--- config.mk ---
export PLATFORM = sky130hd
export DESIGN_NAME = hazard_ctrl_flat
export DESIGN_NICKNAME = d
export VERILOG_FILES = /design/src/rtl/hazard_ctrl_if.sv /design/src/rtl/hazard_ctrl.sv /design/src/flat_wrapper.sv
export SDC_FILE = /design/constraint.sdc
export NUM_CORES = 1
export LEC_CHECK = 0
export CAP_MARGIN = 25
export CORE_ASPECT_RATIO = 1.5
export CORE_MARGIN = 1
export CORE_UTILIZATION = 40
export CTS_CLUSTER_DIAMETER = 120
export DETAILED_ROUTE_END_ITERATION = 10
export GPL_TIMING_DRIVEN = 0
export PLACE_DENSITY = 0.68
export SLEW_MARGIN = 15
export SYNTH_ARGS = -nofsm -noshare
export SYNTH_HDL_FRONTEND = slang
export SYNTH_SLANG_ARGS = --single-unit
--- constraint.sdc ---
create_clock -name clk -period 2.45 [get_ports clk]
set_input_delay 0.3675 -clock clk [delete_from_list [all_inputs] [get_ports clk]]
set_output_delay 0.3675 -clock clk [all_outputs]
set_load 0.01 [all_outputs]
--- src/rtl/hazard_ctrl_if.sv ---
// Signal bundle between the pipeline datapath and the hazard controller:
// compare/control inputs from the datapath, stage enables and forwarding selects back.
interface hazard_ctrl_if #(
    parameter int CNT_W = 16
);
    logic             zero1, zero2, zero3, zero4;
    logic             ID_EX_rd_nz, EX_MEM_rd_nz;
    logic             ID_EX_regwrite, ID_EX_memread, EX_MEM_regwrite;
    logic             use_rs1, use_rs2;
    logic             branch_taken, ex_busy;
    logic             pc_write, IF_ID_write, ID_EX_write;
    logic             IF_ID_flush, ID_EX_bubble;
    logic [1:0]       fwd_a, fwd_b;
    logic [CNT_W-1:0] stall_cnt, flush_cnt;

    modport slave (
        input  zero1, zero2, zero3, zero4, ID_EX_rd_nz, EX_MEM_rd_nz,
               ID_EX_regwrite, ID_EX_memread, EX_MEM_regwrite,
               use_rs1, use_rs2, branch_taken, ex_busy,
        output pc_write, IF_ID_write, ID_EX_write, IF_ID_flush, ID_EX_bubble,
               fwd_a, fwd_b, stall_cnt, flush_cnt
    );

    modport master (
        output zero1, zero2, zero3, zero4, ID_EX_rd_nz, EX_MEM_rd_nz,
               ID_EX_regwrite, ID_EX_memread, EX_MEM_regwrite,
               use_rs1, use_rs2, branch_taken, ex_busy,
        input  pc_write, IF_ID_write, ID_EX_write, IF_ID_flush, ID_EX_bubble,
               fwd_a, fwd_b, stall_cnt, flush_cnt
    );
endinterface

--- src/rtl/hazard_ctrl.sv ---
// Pipeline hazard controller: load-use stall, branch flush, multi-cycle EX freeze,
// registered operand forwarding selects and saturating stall/flush event counters.
module hazard_ctrl #(
    parameter int FLUSH_LEN = 1,
    parameter int CNT_W     = 16
) (
    input  logic         clk,
    input  logic         rst_n,
    hazard_ctrl_if.slave bus
);
    typedef enum logic [1:0] {RUN, FLUSH, FREEZE} state_t;

    localparam logic [2:0] RELOAD = 3'(FLUSH_LEN - 1);

    state_t           state_q, state_d;
    logic [2:0]       fcnt_q, fcnt_d;
    logic [1:0]       fwd_a_q, fwd_a_d, fwd_b_q, fwd_b_d;
    logic [CNT_W-1:0] stall_cnt_q, stall_cnt_d, flush_cnt_q, flush_cnt_d;

    logic m1, m2, lu, flushing;
    logic pc_wr, ifid_wr, idex_wr, ifid_flush, idex_bubble, lu_stall;

    function automatic logic [CNT_W-1:0] sat_inc(input logic [CNT_W-1:0] v, input logic en);
        if (en && (v != '1)) return v + CNT_W'(1);
        return v;
    endfunction

    function automatic logic [1:0] fwd_sel(input logic hit_ex, input logic hit_mem);
        if (hit_ex)  return 2'b01;
        if (hit_mem) return 2'b10;
        return 2'b00;
    endfunction

    assign m1 = bus.ID_EX_regwrite & bus.ID_EX_rd_nz;
    assign m2 = bus.EX_MEM_regwrite & bus.EX_MEM_rd_nz;
    assign lu = bus.ID_EX_memread & m1 &
                ((bus.zero1 & bus.use_rs1) | (bus.zero2 & bus.use_rs2));

    // A freeze that interrupted a flush resumes it once EX completes.
    assign flushing = (state_q == FLUSH) || ((state_q == FREEZE) && (fcnt_q != 3'd0));

    always_comb begin
        state_d     = state_q;
        fcnt_d      = fcnt_q;
        pc_wr       = 1'b1;
        ifid_wr     = 1'b1;
        idex_wr     = 1'b1;
        ifid_flush  = 1'b0;
        idex_bubble = 1'b0;
        lu_stall    = 1'b0;
        if (bus.ex_busy) begin
            pc_wr   = 1'b0;
            ifid_wr = 1'b0;
            idex_wr = 1'b0;
            state_d = FREEZE;
        end else if (bus.branch_taken) begin
            ifid_flush  = 1'b1;
            idex_bubble = 1'b1;
            fcnt_d      = RELOAD;
            state_d     = (RELOAD != 3'd0) ? FLUSH : RUN;
        end else if (flushing) begin
            ifid_flush  = 1'b1;
            idex_bubble = 1'b1;
            fcnt_d      = fcnt_q - 3'd1;
            state_d     = (fcnt_q == 3'd1) ? RUN : FLUSH;
        end else begin
            state_d = RUN;
            if (lu) begin
                pc_wr       = 1'b0;
                ifid_wr     = 1'b0;
                idex_bubble = 1'b1;
                lu_stall    = 1'b1;
            end
        end
        // Enables must look like a free-running pipeline while held in reset.
        if (!rst_n) begin
            pc_wr       = 1'b1;
            ifid_wr     = 1'b1;
            idex_wr     = 1'b1;
            ifid_flush  = 1'b0;
            idex_bubble = 1'b0;
            lu_stall    = 1'b0;
        end
    end

    always_comb begin
        fwd_a_d = fwd_a_q;
        fwd_b_d = fwd_b_q;
        if (idex_wr) begin
            fwd_a_d = idex_bubble ? 2'b00 :
                      fwd_sel(m1 & bus.zero1 & bus.use_rs1, m2 & bus.zero3 & bus.use_rs1);
            fwd_b_d = idex_bubble ? 2'b00 :
                      fwd_sel(m1 & bus.zero2 & bus.use_rs2, m2 & bus.zero4 & bus.use_rs2);
        end
        stall_cnt_d = sat_inc(stall_cnt_q, lu_stall | bus.ex_busy);
        flush_cnt_d = sat_inc(flush_cnt_q, ifid_flush);
    end

    always_ff @(posedge clk or negedge rst_n) begin
        if (!rst_n) begin
            state_q     <= RUN;
            fcnt_q      <= 3'd0;
            fwd_a_q     <= 2'b00;
            fwd_b_q     <= 2'b00;
            stall_cnt_q <= '0;
            flush_cnt_q <= '0;
        end else begin
            state_q     <= state_d;
            fcnt_q      <= fcnt_d;
            fwd_a_q     <= fwd_a_d;
            fwd_b_q     <= fwd_b_d;
            stall_cnt_q <= stall_cnt_d;
            flush_cnt_q <= flush_cnt_d;
        end
    end

    assign bus.pc_write     = pc_wr;
    assign bus.IF_ID_write  = ifid_wr;
    assign bus.ID_EX_write  = idex_wr;
    assign bus.IF_ID_flush  = ifid_flush;
    assign bus.ID_EX_bubble = idex_bubble;
    assign bus.fwd_a        = fwd_a_q;
    assign bus.fwd_b        = fwd_b_q;
    assign bus.stall_cnt    = stall_cnt_q;
    assign bus.flush_cnt    = flush_cnt_q;
endmodule

--- src/flat_wrapper.sv ---
// flat-port wrapper written by rule: the top's interface ports become plain ports
module hazard_ctrl_flat 
#(
    parameter int FLUSH_LEN = 1,
    parameter int CNT_W     = 16
)
  (clk, rst_n, bus_zero1, bus_zero2, bus_zero3, bus_zero4, bus_ID_EX_rd_nz, bus_EX_MEM_rd_nz, bus_ID_EX_regwrite, bus_ID_EX_memread, bus_EX_MEM_regwrite, bus_use_rs1, bus_use_rs2, bus_branch_taken, bus_ex_busy, bus_pc_write, bus_IF_ID_write, bus_ID_EX_write, bus_IF_ID_flush, bus_ID_EX_bubble, bus_fwd_a, bus_fwd_b, bus_stall_cnt, bus_flush_cnt);
  hazard_ctrl_if #(.CNT_W(CNT_W)) bus_i ();
  input  logic clk;
  input  logic rst_n;
  input wire logic [$bits(bus_i.zero1)-1:0] bus_zero1;
  input wire logic [$bits(bus_i.zero2)-1:0] bus_zero2;
  input wire logic [$bits(bus_i.zero3)-1:0] bus_zero3;
  input wire logic [$bits(bus_i.zero4)-1:0] bus_zero4;
  input wire logic [$bits(bus_i.ID_EX_rd_nz)-1:0] bus_ID_EX_rd_nz;
  input wire logic [$bits(bus_i.EX_MEM_rd_nz)-1:0] bus_EX_MEM_rd_nz;
  input wire logic [$bits(bus_i.ID_EX_regwrite)-1:0] bus_ID_EX_regwrite;
  input wire logic [$bits(bus_i.ID_EX_memread)-1:0] bus_ID_EX_memread;
  input wire logic [$bits(bus_i.EX_MEM_regwrite)-1:0] bus_EX_MEM_regwrite;
  input wire logic [$bits(bus_i.use_rs1)-1:0] bus_use_rs1;
  input wire logic [$bits(bus_i.use_rs2)-1:0] bus_use_rs2;
  input wire logic [$bits(bus_i.branch_taken)-1:0] bus_branch_taken;
  input wire logic [$bits(bus_i.ex_busy)-1:0] bus_ex_busy;
  output wire logic [$bits(bus_i.pc_write)-1:0] bus_pc_write;
  output wire logic [$bits(bus_i.IF_ID_write)-1:0] bus_IF_ID_write;
  output wire logic [$bits(bus_i.ID_EX_write)-1:0] bus_ID_EX_write;
  output wire logic [$bits(bus_i.IF_ID_flush)-1:0] bus_IF_ID_flush;
  output wire logic [$bits(bus_i.ID_EX_bubble)-1:0] bus_ID_EX_bubble;
  output wire logic [$bits(bus_i.fwd_a)-1:0] bus_fwd_a;
  output wire logic [$bits(bus_i.fwd_b)-1:0] bus_fwd_b;
  output wire logic [$bits(bus_i.stall_cnt)-1:0] bus_stall_cnt;
  output wire logic [$bits(bus_i.flush_cnt)-1:0] bus_flush_cnt;
  assign bus_i.zero1 = bus_zero1;
  assign bus_i.zero2 = bus_zero2;
  assign bus_i.zero3 = bus_zero3;
  assign bus_i.zero4 = bus_zero4;
  assign bus_i.ID_EX_rd_nz = bus_ID_EX_rd_nz;
  assign bus_i.EX_MEM_rd_nz = bus_EX_MEM_rd_nz;
  assign bus_i.ID_EX_regwrite = bus_ID_EX_regwrite;
  assign bus_i.ID_EX_memread = bus_ID_EX_memread;
  assign bus_i.EX_MEM_regwrite = bus_EX_MEM_regwrite;
  assign bus_i.use_rs1 = bus_use_rs1;
  assign bus_i.use_rs2 = bus_use_rs2;
  assign bus_i.branch_taken = bus_branch_taken;
  assign bus_i.ex_busy = bus_ex_busy;
  assign bus_pc_write = bus_i.pc_write;
  assign bus_IF_ID_write = bus_i.IF_ID_write;
  assign bus_ID_EX_write = bus_i.ID_EX_write;
  assign bus_IF_ID_flush = bus_i.IF_ID_flush;
  assign bus_ID_EX_bubble = bus_i.ID_EX_bubble;
  assign bus_fwd_a = bus_i.fwd_a;
  assign bus_fwd_b = bus_i.fwd_b;
  assign bus_stall_cnt = bus_i.stall_cnt;
  assign bus_flush_cnt = bus_i.flush_cnt;
  hazard_ctrl #(.FLUSH_LEN(FLUSH_LEN), .CNT_W(CNT_W)) u_core (.clk(clk), .rst_n(rst_n), .bus(bus_i));
endmodule
# [Yosys cells after proc, flatten, opt, wreduce, memory -nomap -nowiden]
# Index checks and enable logic that the tools add are counted.
[word_totals] regBits=41 inputBits=15 wordCells=88
[classes] add_sub_neg=3 eq_ne=5 mux=50 n_bitwise=17 reduce_logical=7
[ops] operator="$mux W1" count=33
[ops] operator="$add A16 B1 Y16 const B" count=2
[ops] operator="$mux W16" count=2
[ops] operator="$ne A16 B16 Y1 const B" count=2
[ops] operator="$mux W2" count=13
[ops] operator="$and A1 B1 Y1" count=14
[ops] operator="$mux W3" count=2
[ops] operator="$eq A3 B1 Y1 const B" count=1
[ops] operator="$logic_and A1 B1 Y1" count=3
[ops] operator="$reduce_bool A3 Y1" count=1
[ops] operator="$sub A3 B1 Y3 const B" count=1
[ops] operator="$eq A2 B1 Y1 const B" count=1
[ops] operator="$eq A2 B2 Y1 const B" count=1
[ops] operator="$or A1 B1 Y1" count=2
[ops] operator="$reduce_and A2 Y1" count=1
[ops] operator="$reduce_bool A2 Y1" count=1
[ops] operator="$logic_or A1 B1 Y1" count=1
[ops] operator="$not A1 Y1" count=1

# [Logic depth before layout (Yosys ltp)]
[logic_depth] depth_word=11 ltp_mapped=8

# [Worst setup path after synthesis]
# OpenSTA, ideal clock, no wires.
[synth_path] kind="register to register" from="reg u_core.flush_cnt_q[0], in the netlist u_core.bus.flush_cnt[0]" to="reg u_core.flush_cnt_q[1], in the netlist u_core.bus.flush_cnt[1]" setup_time_ns=0.125 arrival_time_ns=1.859 setup_slack_ns=0.466 path_stages_with_launch=6 n_path_buf=0 synth_period_minus_slack_ns=1.984 path_cell_list="dfrtp_1 ha_1 nand3_1 nor4_4 nor4b_1 mux2_2"
[synth_via] elab_chain_len=3 elab_cells_between_ends=5 classes_between="1 x add/sub; 1 x eq/ne; 2 x mux; 1 x reduce/logical"
[synth_lines] element="start, declared" line="hazard_ctrl.sv:18" text="logic [CNT_W-1:0] stall_cnt_q, stall_cnt_d, flush_cnt_q, flush_cnt_d;"
[synth_lines] element="start signal, assigned" line="hazard_ctrl.sv:113" text="flush_cnt_q <= flush_cnt_d;"
[synth_lines] element="branches (longest 3 deep; another with $add A16 B1 Y16)"
# Parallel ways; which one is timed is not known. The select of a mux whose other input is x is not followed.
# A chain may end at the register's enable or synchronous reset.

# [Final worst setup path]
[layout_path] from="reg u_core.fcnt_q[1]" to="out bus_ID_EX_bubble"
[layout_via] elab_chain_len=7
[layout_lines] element="start, declared" line="hazard_ctrl.sv:16" text="logic [2:0] fcnt_q, fcnt_d;"
[layout_lines] element="start signal, assigned" line="hazard_ctrl.sv:109" text="fcnt_q <= fcnt_d;"
[layout_lines] element="$reduce_bool A3 Y1" line="hazard_ctrl.sv:40" text="assign flushing = (state_q == FLUSH) || ((state_q == FREEZE) && (fcnt_q != 3'd0));"
[layout_lines] element="$logic_and A1 B1 Y1" line="hazard_ctrl.sv:40"
[layout_lines] element="$logic_or A1 B1 Y1" line="hazard_ctrl.sv:40"
[layout_lines] element="$mux W1" line="hazard_ctrl.sv:61" text="end else if (flushing) begin"
[layout_lines] element="$mux W1" line="hazard_ctrl.sv:56" text="end else if (bus.branch_taken) begin"
[layout_lines] element="$mux W1" line="hazard_ctrl.sv:51" text="if (bus.ex_busy) begin"
[layout_lines] element="$mux W1" line="hazard_ctrl.sv:76" text="if (!rst_n) begin"
[layout_lines] element="end, declared" line="flat_wrapper.sv:28" text="output wire logic [$bits(bus_i.ID_EX_bubble)-1:0] bus_ID_EX_bubble;"
# No other way between the ends.

==> impl_metrics.py <==
metrics = {
    "status": {
        "status": "completed",
    },
    "power_and_ir_drop": {
        "p_leak_nw": 1.28,
        "peakVddDrop_uv": 593,
        "power_mw": 2.41,
        "p_per_area_mw_per_mm2": 809,
    },
    "sta": {
        "layout_setup_ws_ns": 0.0641,
        "hold_viol_final": 0,
        "slew_headroom_pct": 43.6,
        "fin_hold_ws_ns": 0.0279,
        "rsz0062_at_grt": "yes",
        "finalSetupViolCount": 0,
        "worst_slew_pin_slew_ns": 0.843,
        "fin_skew_ns": 0.0140,
        "period_minus_slack_ns": 2.39,
        "maxSlewViolCount": 0,
        "timing.fmax_ghz": 0.419,
        "timing.final.crit_share_pct": 97.4,
    },
    "yosys": {
        "ys_warn_count": 0,
        "yosysUniqueCellTypes": 43,
        "syn_nets": 218,
        "synth.area.mux_share_pct": 2.06,
        "synth_area_mm2": 0.00213,
        "synth-main-ff-cell": "dfrtp_1",
        "ys_ff_latch": 41,
        "synth_top_cell_by_area": "dfrtp_1",
        "synth_compound_area_share_pct": 5.70,
        "syn_inst": 198,
        "synth_edf_count": 0,
        "synth_top_family_by_area": "simple AND/OR/NAND/NOR gates",
        "synth_xor_xnor_area_share_pct": 11.9,
        "async_reset_ff_share_pct": 100,
        "yosysSeqAreaShare_pct": 48.2,
        "synthSimpleGateAreaFrac_pct": 26.9,
        "synthAdderAreaFrac_pct": 2.94,
        "synth_top_area_share_pct": 48.2,
        "synth_area_leaders": "dfrtp_1 (48%), xor2_1 (9.9%), nand4_1 (3.2%)",
        "syn_area_per_cell_um2": 10.8,
        "synth_common_cells": "dfrtp_1 (41), xor2_1 (24), nand3_1 (13), nand2_1 (12), nor3_1 (12)",
        "yosysMostFrequentCell": "dfrtp_1",
    },
    "placement": {
        "io_buffers": 55,
        "hpwl_um": 3400,
        "place_area_mm2": 0.00279,
        "gp_congestion": 0.773,
        "place_ws_ns": -0.243,
        "placed_cells": 322,
    },
    "hold_path": {
        "hp-class": "input pin to async pin",
    },
    "setup_path": {
        "crit_path_start_kind": "flop",
        "path_cells": "inv_1, ha_2, nand2b_4, a211oi_4, a21oi_4, clkdlybuf4s50_1",
        "worstPathArrival_ns": 2.02,
        "path_delay_family": "buffers and inverters",
        "max_stage_delay_ns": 0.49,
        "crit_buf_inv": 2,
        "worstSetupPathType": "flop to primary output",
        "crit_required_ns": 2.08,
        "cpMaxStageDelayCell": "clkdlybuf4s50_1",
        "crit_path_end_kind": "primary output",
        "crit_fanout": 4,
    },
    "global_routing": {
        "antenna_found_initial": 0,
        "grt_pass1_wl_um": 7880,
        "grt_start_max_net_pins": 22,
        "grt_pass1_vias": 1768,
        "grt_overflow": 0,
        "grtUsageTotal_pct": 18.8,
    },
    "cts": {
        "h-tree-depth": 2,
        "cts_tree": "built",
        "clk_latency_ns": 0.31,
        "clock-root-buffer": "clkbuf_8",
        "clockBufferDepth": 2,
        "path_clk_slew_ns": 0.09,
        "clkSinkCount": 41,
        "cts-buffers-inserted": 5,
    },
    "cells_and_area": {
        "drive_gt1_share_pct": 13.5,
        "stdcell_area_mm2": 0.00298,
        "syn_to_final_growth_pct": 39.7,
        "layoutNonFillerInstCount": 335,
        "antenna-diode-count": 0,
        "fill_cells": 480,
        "nNetsFinal": 286,
    },
    "routing": {
        "viasPerCell": 5.24,
        "drc": 0,
        "wl_um": 4820,
        "antenna_left": 0,
        "via_count": 1756,
        "wl_per_cell_um": 14.4,
        "drt-initial-drc-count": 37,
        "firstDrtPassIters": 4,
    },
    "run": {
        "maxCapViolations": 0,
    },
    "floorplan": {
        "num_io_pins": 56,
        "rows": 32,
        "core-area_mm2": 0.00512,
        "dieWidth_um": 61.6,
        "dieArea_mm2": 0.00563,
        "initial_core_util_pct": 41.6,
        "die_h_um": 91.4,
    },
}
==> where the power goes <==
part	internal [mW]	total (mW)	switching, mW
logic	0.465	0.812	0.347
registers	0.826	1.01	0.180
clock network	0.332	0.590	0.259
==> through the flow <==
| step | utilization [%] | setup TNS (ns) |
|---|---|---|
| floorplan | - | 0 |
| global placement | 54.0 | -64.45 |
| detailed placement | 54.4 | -1.26 |
| CTS | 57.9 | 0 |
| global route | 58.1 | -0.0361 |
| finish | 58.1 | 0 |
==> timing repair <==
action / in CTS / in global routing
pin swaps: 1 / 0
hold endpoints to repair: 17 / 0
setup buffers: 3 / 0
hold buffers: 2 / 0
endpoints found under the setup margin: 5 / 2
gates resized for setup: 9 / 5
==> layout make-up <==
type	instances	area (um2)	share of cell area [%]
inverters	5	18.8	0.631
clock inverters	2	37.5	1.26
plain buffers	5	35.0	1.18
well taps	68	85.1	2.86
clock buffers	6	82.6	2.77
multi-input cells	147	1080	36.3
flip-flops and latches	41	1030	34.5
repair buffers	61	612	20.6
==> registers in the layout (all words and copies together) (netlist names) <==
register and cells:
u_core.bus.flush_cnt 16, u_core.bus.stall_cnt 16, u_core.fcnt_q 3, u_core.state_q 2
u_core.bus.fwd_a 2, u_core.bus.fwd_b 2
==> placed cells by master, fill, tap and decap left out, types with 2 or more instances in the layout <==
cell type / count
clkbuf_8: 6
nand2_1: 12
nor3b_1: 4
mux2_2: 3
ha_1: 4
and4_1: 2
dlygate4sd3_1: 2
clkdlybuf4s50_1: 50
inv_1: 5
nor4b_2: 2
nand3_1: 13
a21oi_1: 6
xor2_1: 24
nor3_1: 11
nand4_1: 11
and3_1: 5
dfrtp_1: 41
nand2b_1: 4
nor4b_1: 4
buf_4: 6
xnor2_1: 5
o21ai_0: 4
nor2_1: 9
==> cell families (layout without fill, tap and decap cells) <==
group | Yosys count | in the layout
buffers and inverters | 10 | 79
and+or+nand+nor | 91 | 91
xor gates and xnor gates | 29 | 29
muxes | 4 | 4
AOI/OAI and AO/OA | 18 | 18
DFF | 41 | 41
adders and majority gates | 5 | 5
==> final timing paths <==
check,startpoint,endpoint,slack [ns],depth (start not counted)
setup / recovery,u_core.fcnt_q[1]$_DFFE_PN0P_,bus_ID_EX_bubble,0.06,6
hold / removal,rst_n,u_core.bus.stall_cnt[1]$_DFFE_PN0P_,0.03,2
setup reg to reg,u_core.fcnt_q[1]$_DFFE_PN0P_,u_core.bus.stall_cnt[3]$_DFFE_PN0P_,0.15,9
hold reg to reg,u_core.bus.stall_cnt[5]$_DFFE_PN0P_,u_core.bus.stall_cnt[5]$_DFFE_PN0P_,0.50,1
max in group asynchronous,rst_n,u_core.bus.stall_cnt[5]$_DFFE_PN0P_,1.15,2
min in group clk,bus_ex_busy,u_core.state_q[1]$_DFF_PN0_,0.31,1
==> metal layers <==
metal / GRT usage, % / vias to the layer above / share of wire [%] / routed length [um]
li1: - / 849 / - / -
met1: 22.3 / 859 / 42 / 2010
met2: 30.7 / 40 / 52 / 2490
met3: 5.56 / 8 / 4.8 / 232
met4: 7.41 / 0 / 1.8 / 89
met5: 0 / - / 0 / 0
Power figures use the tool's default switching activity.
